$ cat src/rtl/div8by4_seq_pkg.sv
// Shared types and constants for the sequential restoring divider.
// The state encoding is fixed so a checker can decode the debug state output.
package div_pkg;

  typedef enum logic {
    IDLE = 1'b0,
    CALC = 1'b1
  } state_t;

  localparam int N_DEF = 4;

  // Quotient reported on divide-by-zero or quotient overflow (all ones).
  localparam logic [N_DEF-1:0] ERR_Q_DEF = {N_DEF{1'b1}};

  function automatic logic [N_DEF-1:0] err_q_default();
    return ERR_Q_DEF;
  endfunction

endpackage

$ cat src/rtl/div8by4_seq_step.sv
// One restoring-division step: shift a dividend bit into the partial remainder,
// then subtract the divisor if it fits.
module div_step #(
  parameter int N = 4
) (
  input  logic [N-1:0] rem,
  input  logic         shift_in,
  input  logic [N-1:0] d,
  output logic [N-1:0] rem_next,
  output logic         q_bit
);

  logic [N:0] t;
  logic [N:0] diff;

  // N+1 bits: the shifted remainder can reach 2*d-1, which needs the extra bit.
  always_comb begin
    t        = {rem, shift_in};
    diff     = t - {1'b0, d};
    q_bit    = (t >= {1'b0, d});
    rem_next = q_bit ? diff[N-1:0] : t[N-1:0];
  end

endmodule

$ cat src/rtl/div8by4_seq.sv
// Sequential restoring divider: 2N-bit dividend / N-bit divisor, one quotient bit per clock.
// Handshake: start is sampled only in IDLE; done pulses for one cycle when q/r/err are valid.
module div8by4_seq
  import div_pkg::*;
#(
  parameter int N = N_DEF
) (
  input  logic           ck,
  input  logic           res_n,
  input  logic           start,
  input  logic [2*N-1:0] dvd,
  input  logic [N-1:0]   dvs,
  output logic           done,
  output logic [N-1:0]   q,
  output logic [N-1:0]   r,
  output logic           err,
  output logic           state_dbg
);

  localparam int CW = (N > 2) ? $clog2(N) : 1;
  localparam logic [N-1:0] ERR_Q = {N{1'b1}};
  localparam logic [CW-1:0] LAST = CW'(N - 1);

  state_t        state, state_nxt;
  logic [N-1:0]  rem, rem_nxt;
  logic [N-1:0]  qsr, qsr_nxt;
  logic [N-1:0]  d, d_nxt;
  logic [CW-1:0] count, count_nxt;
  logic          done_nxt, err_nxt;
  logic [N-1:0]  q_nxt, r_nxt;

  logic [N-1:0]  step_rem;
  logic          step_bit;
  logic [N-1:0]  qsr_shift;
  logic          bad_start;

  div_step #(.N(N)) u_step (
    .rem      (rem),
    .shift_in (qsr[N-1]),
    .d        (d),
    .rem_next (step_rem),
    .q_bit    (step_bit)
  );

  assign qsr_shift = {qsr[N-2:0], step_bit};
  // The overflow pre-check keeps rem < d for the whole run, so N-bit rem never loses a carry.
  assign bad_start = (dvs == '0) || (dvd[2*N-1:N] >= dvs);
  assign state_dbg = state;

  always_comb begin
    state_nxt = state;
    rem_nxt   = rem;
    qsr_nxt   = qsr;
    d_nxt     = d;
    count_nxt = count;
    done_nxt  = 1'b0;
    err_nxt   = err;
    q_nxt     = q;
    r_nxt     = r;
    unique case (state)
      IDLE: begin
        if (start) begin
          if (bad_start) begin
            done_nxt = 1'b1;
            err_nxt  = 1'b1;
            q_nxt    = ERR_Q;
            r_nxt    = dvd[N-1:0];
          end else begin
            rem_nxt   = dvd[2*N-1:N];
            qsr_nxt   = dvd[N-1:0];
            d_nxt     = dvs;
            count_nxt = '0;
            err_nxt   = 1'b0;
            state_nxt = CALC;
          end
        end
      end
      CALC: begin
        rem_nxt   = step_rem;
        qsr_nxt   = qsr_shift;
        count_nxt = count + 1'b1;
        if (count == LAST) begin
          q_nxt     = qsr_shift;
          r_nxt     = step_rem;
          done_nxt  = 1'b1;
          state_nxt = IDLE;
        end
      end
      default: state_nxt = IDLE;
    endcase
  end

  always_ff @(posedge ck or negedge res_n) begin
    if (!res_n) begin
      state <= IDLE;
      rem   <= '0;
      qsr   <= '0;
      d     <= '0;
      count <= '0;
      done  <= 1'b0;
      err   <= 1'b0;
      q     <= '0;
      r     <= '0;
    end else begin
      state <= state_nxt;
      rem   <= rem_nxt;
      qsr   <= qsr_nxt;
      d     <= d_nxt;
      count <= count_nxt;
      done  <= done_nxt;
      err   <= err_nxt;
      q     <= q_nxt;
      r     <= r_nxt;
    end
  end

endmodule
$ cat config.mk
export PLATFORM = sky130hd
export DESIGN_NAME = div8by4_seq
export DESIGN_NICKNAME = d
export VERILOG_FILES = /design/src/rtl/div8by4_seq_pkg.sv /design/src/rtl/div8by4_seq_step.sv /design/src/rtl/div8by4_seq.sv
export SDC_FILE = /design/constraint.sdc
export NUM_CORES = 1
export LEC_CHECK = 0
export BUFFER_PORTS_ARGS = -buffer_cell sky130_fd_sc_hd__clkbuf_2
export CORE_UTILIZATION = 30
export DETAILED_ROUTE_END_ITERATION = 10
export GPL_TIMING_DRIVEN = 0
export PLACE_DENSITY = 0.57
export REMOVE_ABC_BUFFERS = 1
export SLEW_MARGIN = 20
export SYNTH_ARGS = -nofsm -noshare
export SYNTH_HDL_FRONTEND = slang
export SYNTH_HIERARCHICAL = 1
export SYNTH_SLANG_ARGS = --single-unit
$ cat constraint.sdc
create_clock -name ck -period 2 [get_ports ck]
set_input_delay 0.2 -clock ck [delete_from_list [all_inputs] [get_ports ck]]
set_output_delay 0.2 -clock ck [all_outputs]
set_load 0.01 [all_outputs]
; After elaboration in Yosys (flattened, before gate mapping)
; Index checks and enable logic that the tools add are counted.
[totals]
out_inout_bits = 11
wordCells = 52
regBits = 25
[classes]
mux = 26
addsub = 2
n_lt_le_gt_ge = 2
bitwise = 2
reduce_logical = 6
n_eq_ne = 5
[op_table]
columns = cell, count
row1 = 4-bit two-way mux, 11
row2 = 4-bit case mux with 2 select lines, 4
row3 = 1-bit two-way mux, 6
row4 = 2-bit != test (second input constant), 3
row5 = 3-bit AND reduction, 2
row6 = 5-bit by 4-bit greater-or-equal comparator with 1-bit output, 1
row7 = 4-bit greater-or-equal comparator, 1
row8 = 4-bit logical NOT, 1
row9 = 2-bit two-way mux, 2
row10 = 1-bit case mux with 2 select lines, 2
row11 = 2-bit case mux with 2 select lines, 1
row12 = 2-bit AND reduction, 2
row13 = 4-bit subtractor, 1
row14 = 2-bit by 1-bit adder with 2-bit output (second input constant), 1
row15 = 2-bit equality test (second input constant), 1
row16 = 2-bit by 1-bit != test with 1-bit output (second input constant), 1
row17 = 1-bit NOT, 2
row18 = 1-bit logical OR, 1

; Depth between registers and ports, before layout
; Gate-level depths: netlist (run 1).
[logic_depth]
word_depth = 5
depth_mapped = 8

; Hierarchy
; The synthesis (run 1) kept the hierarchy.
[modules_own_cells]
columns = mod, cells_per_inst, area_each_um2, seq_area_each_um2, n_inst
row1 = div8by4_seq, 135, 1333.8, 625.6, 1
row2 = div_step, 28, 224.0, 0.0, 1

; Worst setup path after synthesis (run 1)
; No wires, ideal clock.
[synth_timing]
path_type = input port to flip-flop
start = in dvs[3]
end = reg d[0]
t_required_ps = 1875
t_arrival_ps = 1710
setup_ps = 125
path_slack_ps = 165
cell_stages = 6
cell_sequence = inv_1 -> ha_1 -> a21o_1 -> or3b_2 -> nor3_4 -> mux2_2
[synth_via]
elab_chain_len = 4
word_cells_on_any_way = 5
classes_between = order compare: 1 / bitwise: 1 / reduce/logical: 3
[synth_lines]
columns = element, line_no
row1 = "start, declared", div8by4_seq.sv:12  ; input logic [N-1:0] dvs,
row2 = 4-bit greater-or-equal comparator or 4-bit logical NOT (tied branches), div8by4_seq.sv:47  ; assign bad_start = (dvs == '0) || (dvd[2*N-1:N] >= dvs);
row3 = 1-bit logical OR (*), div8by4_seq.sv:47
row4 = 1-bit NOT (no source line) (*), -
row5 = 3-bit AND reduction (no source line) (*), -
row6 = "end signal, assigned", div8by4_seq.sv:108  ; d <= d_nxt;
row7 = "end, declared", div8by4_seq.sv:27  ; logic [N-1:0] d, d_nxt;
; Mark *: on every way between the ends. The rest lies on a longest branch, timed or not.
; A chain may end at the register's enable or synchronous reset.

; Worst setup path in the final report (run 1)
[layout_timing]
start = in dvd[4]
end = reg d[0]
[layout_via]
elab_chain_len = 4
[layout_lines]
columns = element, line_no
row1 = "start, declared", div8by4_seq.sv:11  ; input logic [2*N-1:0] dvd,
row2 = 4-bit greater-or-equal comparator, div8by4_seq.sv:47
row3 = 1-bit logical OR, div8by4_seq.sv:47
row4 = 1-bit NOT (no source line), -
row5 = 3-bit AND reduction (no source line), -
; Every way passes these cells.

==> results of run 1 <==
layout by cell type, fill, tap and decap left out, types with 2 or more instances in the layout:
master	n
nand2b_1	5
clkbuf_2	25
mux2_2	4
dfrtp_1	24
mux2i_1	7
a41oi_1	8
o21ai_1	2
nand2_1	3
nor3_1	2
a21o_1	2
inv_1	12
a21oi_1	17
a211oi_1	4
clkbuf_8	3
nor2b_1	9
nor2_1	12
ha_1	9
a22oi_1	4
o21ai_0	12
logic make-up after synthesis:
group / after synthesis / share of synthesized area
compound gates: 53 / 0.2217
xor+xnor: 1 / 0.005624
fa+ha+maj: 10 / 0.08514
buf+inv: 22 / 0.05462
flops: 25 / 0.4016
mux: 12 / 0.08353
simple gates: 40 / 0.1478
metrics by stage:
step                std cells  cell area [um2]  hold slack [ns]  setup WS (ns)
finish                    250             1785           0.2040         0.1460
global route              250             1785           0.1987       0.009110
CTS                       250             1783           0.1984        0.06582
detailed placement        245             1727           0.2639        -0.2890
global placement          245             1727           0.2584        -0.2906
floorplan                 153             1518         -0.09559        0.09339
metal layers:
layer / part of all wire / track usage
met5: 0 / 0
met1: 0.52 / 0.2034
met4: 0.0051 / 0.02564
met3: 0.024 / 0.02846
met2: 0.45 / 0.2101
worst max-delay path, stage by stage:
cell and delay, ns:
clkbuf_2 0.10, inv_1 0.04, ha_1 0.27, or3b_1 0.36, o2111a_1 0.33, nor3_4 0.32, mux2_2 0.37
cell usage after synthesis, drive strengths merged:
cell and number:
a211oi 4, a41oi 8, o2111ai 1, clkbuf 6, nor4 1, a22oi 4
inv 12, or2 1, nand2 4, or3b 2, ha 9, buf 4
a21oi 18, nand4 1, mux2 5, o2111a 1, xnor2 1, fa 1
mux2i 7, nor2 14, a21o 2, o21ai 15, nand2b 5, nor2b 9
nor3 3, dfrtp 25
layout make-up:
class | count | area, um2
clock buffers | 4 | 45.04
repair buffers | 26 | 135.1
fillers | 503 | 3063
flip-flops and latches | 25 | 626.9
well taps | 67 | 83.83
multi-input cells | 116 | 849.6
inverters | 12 | 45.04
worst paths after layout:
path | from | end | slack, ns | depth (start not counted)
max | dvd[4] | d[0] | 0.15 | 7
min | dvs[1] | d[1] | 0.20 | 2
max reg2reg | rem[1] | r[2] | 0.20 | 7
min reg2reg | count[0] | count[0] | 0.48 | 1
max in group asynchronous | res_n | state_dbg | 1.05 | 2
min in group asynchronous | res_n | rem[3] | 0.48 | 2
power breakdown:
| group | switching (W) | internal [W] | total, W | leakage (nW) |
|---|---|---|---|---|
| clock | 0.000156 | 0.000142 | 0.000299 | 0.0228 |
| sequential | 0.000250 | 0.000745 | 0.000996 | 0.277 |
| combinational | 0.000777 | 0.000687 | 0.00146 | 0.467 |
flip-flops by register name, indices dropped and copies added (netlist names):
name,count
done,1
q,4
state_dbg,1
r,4
err,1
rem,4
d,4
count,2
qsr,4
timing repair:
item,4_1_cts,5_1_grt
hold endpoints to repair,25,0
resized for setup,2,1
endpoints found under the setup margin,3,4
pin swaps,0,1
hold buffers,1,0
==> flow_summary.json, run 1 <==
{
  "outcome": "finished, final reports clean",
  "worstMarginPinSlew_ns": 0.9774,
  "synth.ff_latch_count": 25,
  "max_clock_freq_mhz": 539.4,
  "final_core_utilization": 0.3683,
  "finalNetCount": 209,
  "routed_via_density": 4.924,
  "grt_pass1_vias": 1159,
  "post_synth.cell_area_avg_um2": 9.557,
  "critPathArrivalTime_ns": 2.01,
  "post_route_cells_drive_above_1_share": 0.2295,
  "peakVddDrop_mv": 0.6653,
  "wirelength_mm": 3.502,
  "core-area_mm2": 0.004848,
  "syn_area_mm2": 0.001558,
  "unrepaired_setup_endpoints_after_global_routing": "false",
  "hold_viol": 0,
  "slew-limit-headroom": 0.3477,
  "hp-class": "in -> reg",
  "io_pins": 26,
  "firstDrtPassIters": 4,
  "io_buffers": 25,
  "p_leak_nw": 0.7661,
  "cts_setup_buffers": 0,
  "die_h_um": 74.06,
  "setup_viol": 0,
  "data_required_critical_path_ns": 2.15,
  "finalWeightedCongestion": 0.7689,
  "seq_area_frac_synth": 0.4016,
  "drt_first_iter_violations": 59,
  "synth.top_cells.by_area": "dfrtp_1, ha_1, a21oi_1",
  "grt_pass1_wl_mm": 5.740,
  "number_of_antenna_violations_at_the_first_check_in_global_routing": 0,
  "cts_tree": "yes",
  "clk_pin_slew_worst_paths_ns": 0.08,
  "synth-warning-count": 6,
  "synthDistinctLibCells": 36,
  "largest_net_degree_at_the_start_of_global_routing": 37,
  "clock_latency_ns": 0.27,
  "clock-sinks": 25,
  "cts_max_level": 1,
  "cts-root-buf": "clkbuf_8",
  "cp-end-kind": "flop",
  "remaining_drc_errors": 0,
  "cts_buffers": 3,
  "synth_top_cell_by_area": "dfrtp_1",
  "min_period_over_period": 0.9270,
  "dpl_wire_length_mm": 2.539,
  "fin_worst_skew_ns": 0.008433,
  "start_util": 0.3213,
  "num_antenna_cells": 0,
  "max-clock-path-buffers": 2,
  "die_ar_mm2": 0.005485,
  "num_rows": 25,
  "power.density_mw_per_mm2": 1545,
  "syn_to_layout_area_delta_pct": 14.62,
  "syn-instance-count": 163,
  "power.total_w": 0.002759,
  "grt_overflow": 0,
  "route.detailed.wl_per_inst_um": 14.01,
  "detailroute.via_count": 1231,
  "antenna_left": 0,
  "finalCriticalPeriod_ns": 1.854,
  "die-width_um": 74.06,
  "synth_top_area_frac": 0.4016,
  "worstSetupStartpointType": "primary input",
  "worstPathMaxFanout": 13,
  "maxSlewViolCount": 0,
  "global_route_total_usage_across_every_layer": 0.1381,
  "worst-setup-path-type": "in -> reg",
  "totalNegativeSetupSlack_ns": 0,
  "maxCapViolations": 0
}
No activity file was read; power rests on OpenSTA's default activity.
==> run 2: changes to the inputs <==
--- a/config.mk
+++ b/config.mk
@@ -5,7 +5,7 @@
 export SDC_FILE = /design/constraint.sdc
 export NUM_CORES = 1
 export LEC_CHECK = 0
-export BUFFER_PORTS_ARGS = -buffer_cell sky130_fd_sc_hd__clkbuf_2
+export BUFFER_PORTS_ARGS = -buffer_cell sky130_fd_sc_hd__buf_2
 export CORE_UTILIZATION = 30
 export DETAILED_ROUTE_END_ITERATION = 10
 export GPL_TIMING_DRIVEN = 0
==> run 2 against run 1 <==
  * First-iteration DRC count rose by 25%
  * Core utilization rose by 0.15 points
  * Final cell count rose by 0.40%
  * Critical path depth did not move
  * Worst hold slack got worse by 0.0064 ns
  * Via count rose by 0.81%
  * Critical endpoint unchanged
  * Flip-flop and latch count did not move
  * Sequential share of layout area fell by 0.15 points
==> flow_summary.json, run 2 (synthesis gave the netlist of run 1 again) <==
{
  "peakVddDrop_mv": 0.9470,
  "cts_tree": "yes",
  "globalRouteMet2Util": 0.2212,
  "syn_to_layout_area_delta_pct": 15.10,
  "grt_pass1_wl_mm": 5.740,
  "min_period_over_period": 0.9088,
  "grt_overflow": 0,
  "most-common-layout-cells": "buf_2, dfrtp_1, a21oi_1",
  "maxCapViolations": 0,
  "drt_first_iter_violations": 74,
  "cts_max_level": 1,
  "max-clock-path-buffers": 2,
  "worstMarginPinSlew_ns": 0.9605,
  "hold_viol": 0,
  "maxSlewViolCount": 0,
  "max_clock_freq_mhz": 550.2,
  "clk_pin_slew_worst_paths_ns": 0.09,
  "power.density_mw_per_mm2": 1543,
  "data_required_critical_path_ns": 2.15,
  "antenna_left": 0,
  "routed_via_density": 4.944,
  "post_route_cells_drive_above_1_share": 0.2337,
  "cts-root-buf": "clkbuf_8",
  "slew-limit-headroom": 0.3590,
  "clock-sinks": 25,
  "detailroute.via_count": 1241,
  "dpl_wire_length_mm": 2.524,
  "wirelength_mm": 3.476,
  "io_buffers": 25,
  "unrepaired_setup_endpoints_after_global_routing": "false",
  "num_antenna_cells": 0,
  "cp-end-kind": "flop",
  "die_h_um": 74.06,
  "firstDrtPassIters": 4,
  "hp-class": "in -> reg",
  "clock_latency_ns": 0.27,
  "number_of_antenna_violations_at_the_first_check_in_global_routing": 0,
  "finalCriticalPeriod_ns": 1.818,
  "setup_viol": 0,
  "instances_no_fill": 251,
  "global_route_total_usage_across_every_layer": 0.1386,
  "critPathArrivalTime_ns": 1.97,
  "finalNetCount": 210,
  "post-place-ws_ns": -0.2636,
  "outcome": "finished, final reports clean",
  "worstSetupStartpointType": "primary input",
  "largest_net_degree_at_the_start_of_global_routing": 37,
  "fin_worst_skew_ns": 0.01081,
  "grtUsageMet1": 0.1922,
  "grt_use_met3": 0.02981,
  "finalWeightedCongestion": 0.8150,
  "timing.final.ws_setup_ns": 0.1823,
  "final_common_cell": "buf_2",
  "num_rows": 25,
  "worstPathMaxFanout": 13,
  "cts_buffers": 3,
  "remaining_drc_errors": 0,
  "dp_cells": 245,
  "busiest_layer_in_global_routing": "met2",
  "start_util": 0.3213,
  "die_ar_mm2": 0.005485,
  "io_pins": 26,
  "route.detailed.wl_per_inst_um": 13.85,
  "worst-setup-path-type": "in -> reg",
  "grt_pass1_vias": 1209,
  "p_leak_nw": 0.7616,
  "totalNegativeSetupSlack_ns": 0,
  "core-area_mm2": 0.004848,
  "die-width_um": 74.06
}
==> run 2: cell types whose count changed in the layout (fill, tap and decap cells not counted) <==
cell	before	now
buf_2	0	25
clkbuf_2	25	0
buf_4	0	1
==> run 2: power breakdown <==
| group | switching, W | internal, W |
|---|---|---|
| clock | 0.000161 | 0.000143 |
| sequential | 0.000249 | 0.000745 |
| combinational | 0.000775 | 0.000693 |
| total | 0.00119 | 0.00158 |
==> run 2: final cells by class <==
type                    instances  area [um2]
clock buffers                   4       45.04
well taps                      67       83.83
multi-input cells             116       849.6
fillers                       516        3055
inverters                      12       45.04
flip-flops and latches         25       626.9
repair buffers                 27       142.6
==> run 2: routing by layer <==
layer / part of all wire / wire [um] / vias up
met5: 0 / 0 / -
met4: 0.0066 / 23 / 0
met3: 0.040 / 138 / 2
met2: 0.46 / 1602 / 24
met1: 0.49 / 1711 / 585
li1: - / - / 630
==> run 2: through the flow <==
step                        util  cell area [um2]  hold WS (ns)  power (W)
final                     0.3698             1793        0.1976   0.002766
after detailed placement  0.3561             1727        0.2478   0.002478
after CTS                 0.3677             1783        0.1823   0.002797
after global routing      0.3698             1793        0.1915   0.003032
after floorplan                -             1518      -0.09559   0.002085
after global placement    0.3561             1727        0.2336   0.002467
==> run 2: what timing repair did <==
item / in CTS / in global routing
hold buffers: 1 / 0
hold endpoints to repair: 25 / 0
resized for setup: 1 / 2
pin swaps: 0 / 1
buffers inserted: 0 / 1
endpoints found under the setup margin: 2 / 5
==> run 2: worst paths after layout <==
path	to	slack (ns)	startpoint	depth (start not counted)
worst max-delay path	d[0]	0.18	dvd[4]	7
worst min-delay path	d[3]	0.20	dvs[3]	2
worst max register to register	r[2]	0.18	rem[1]	7
worst min register to register	count[0]	0.48	count[0]	1
max in group asynchronous	state_dbg	1.11	res_n	2
min in group asynchronous	qsr[0]	0.46	res_n	2
==> run 2: critical path, cell delays in order <==
cell and delay [ns]:
buf_2 0.10, inv_1 0.04, ha_1 0.27, or3b_1 0.37, o2111a_1 0.32, nor3_4 0.30, mux2_2 0.37
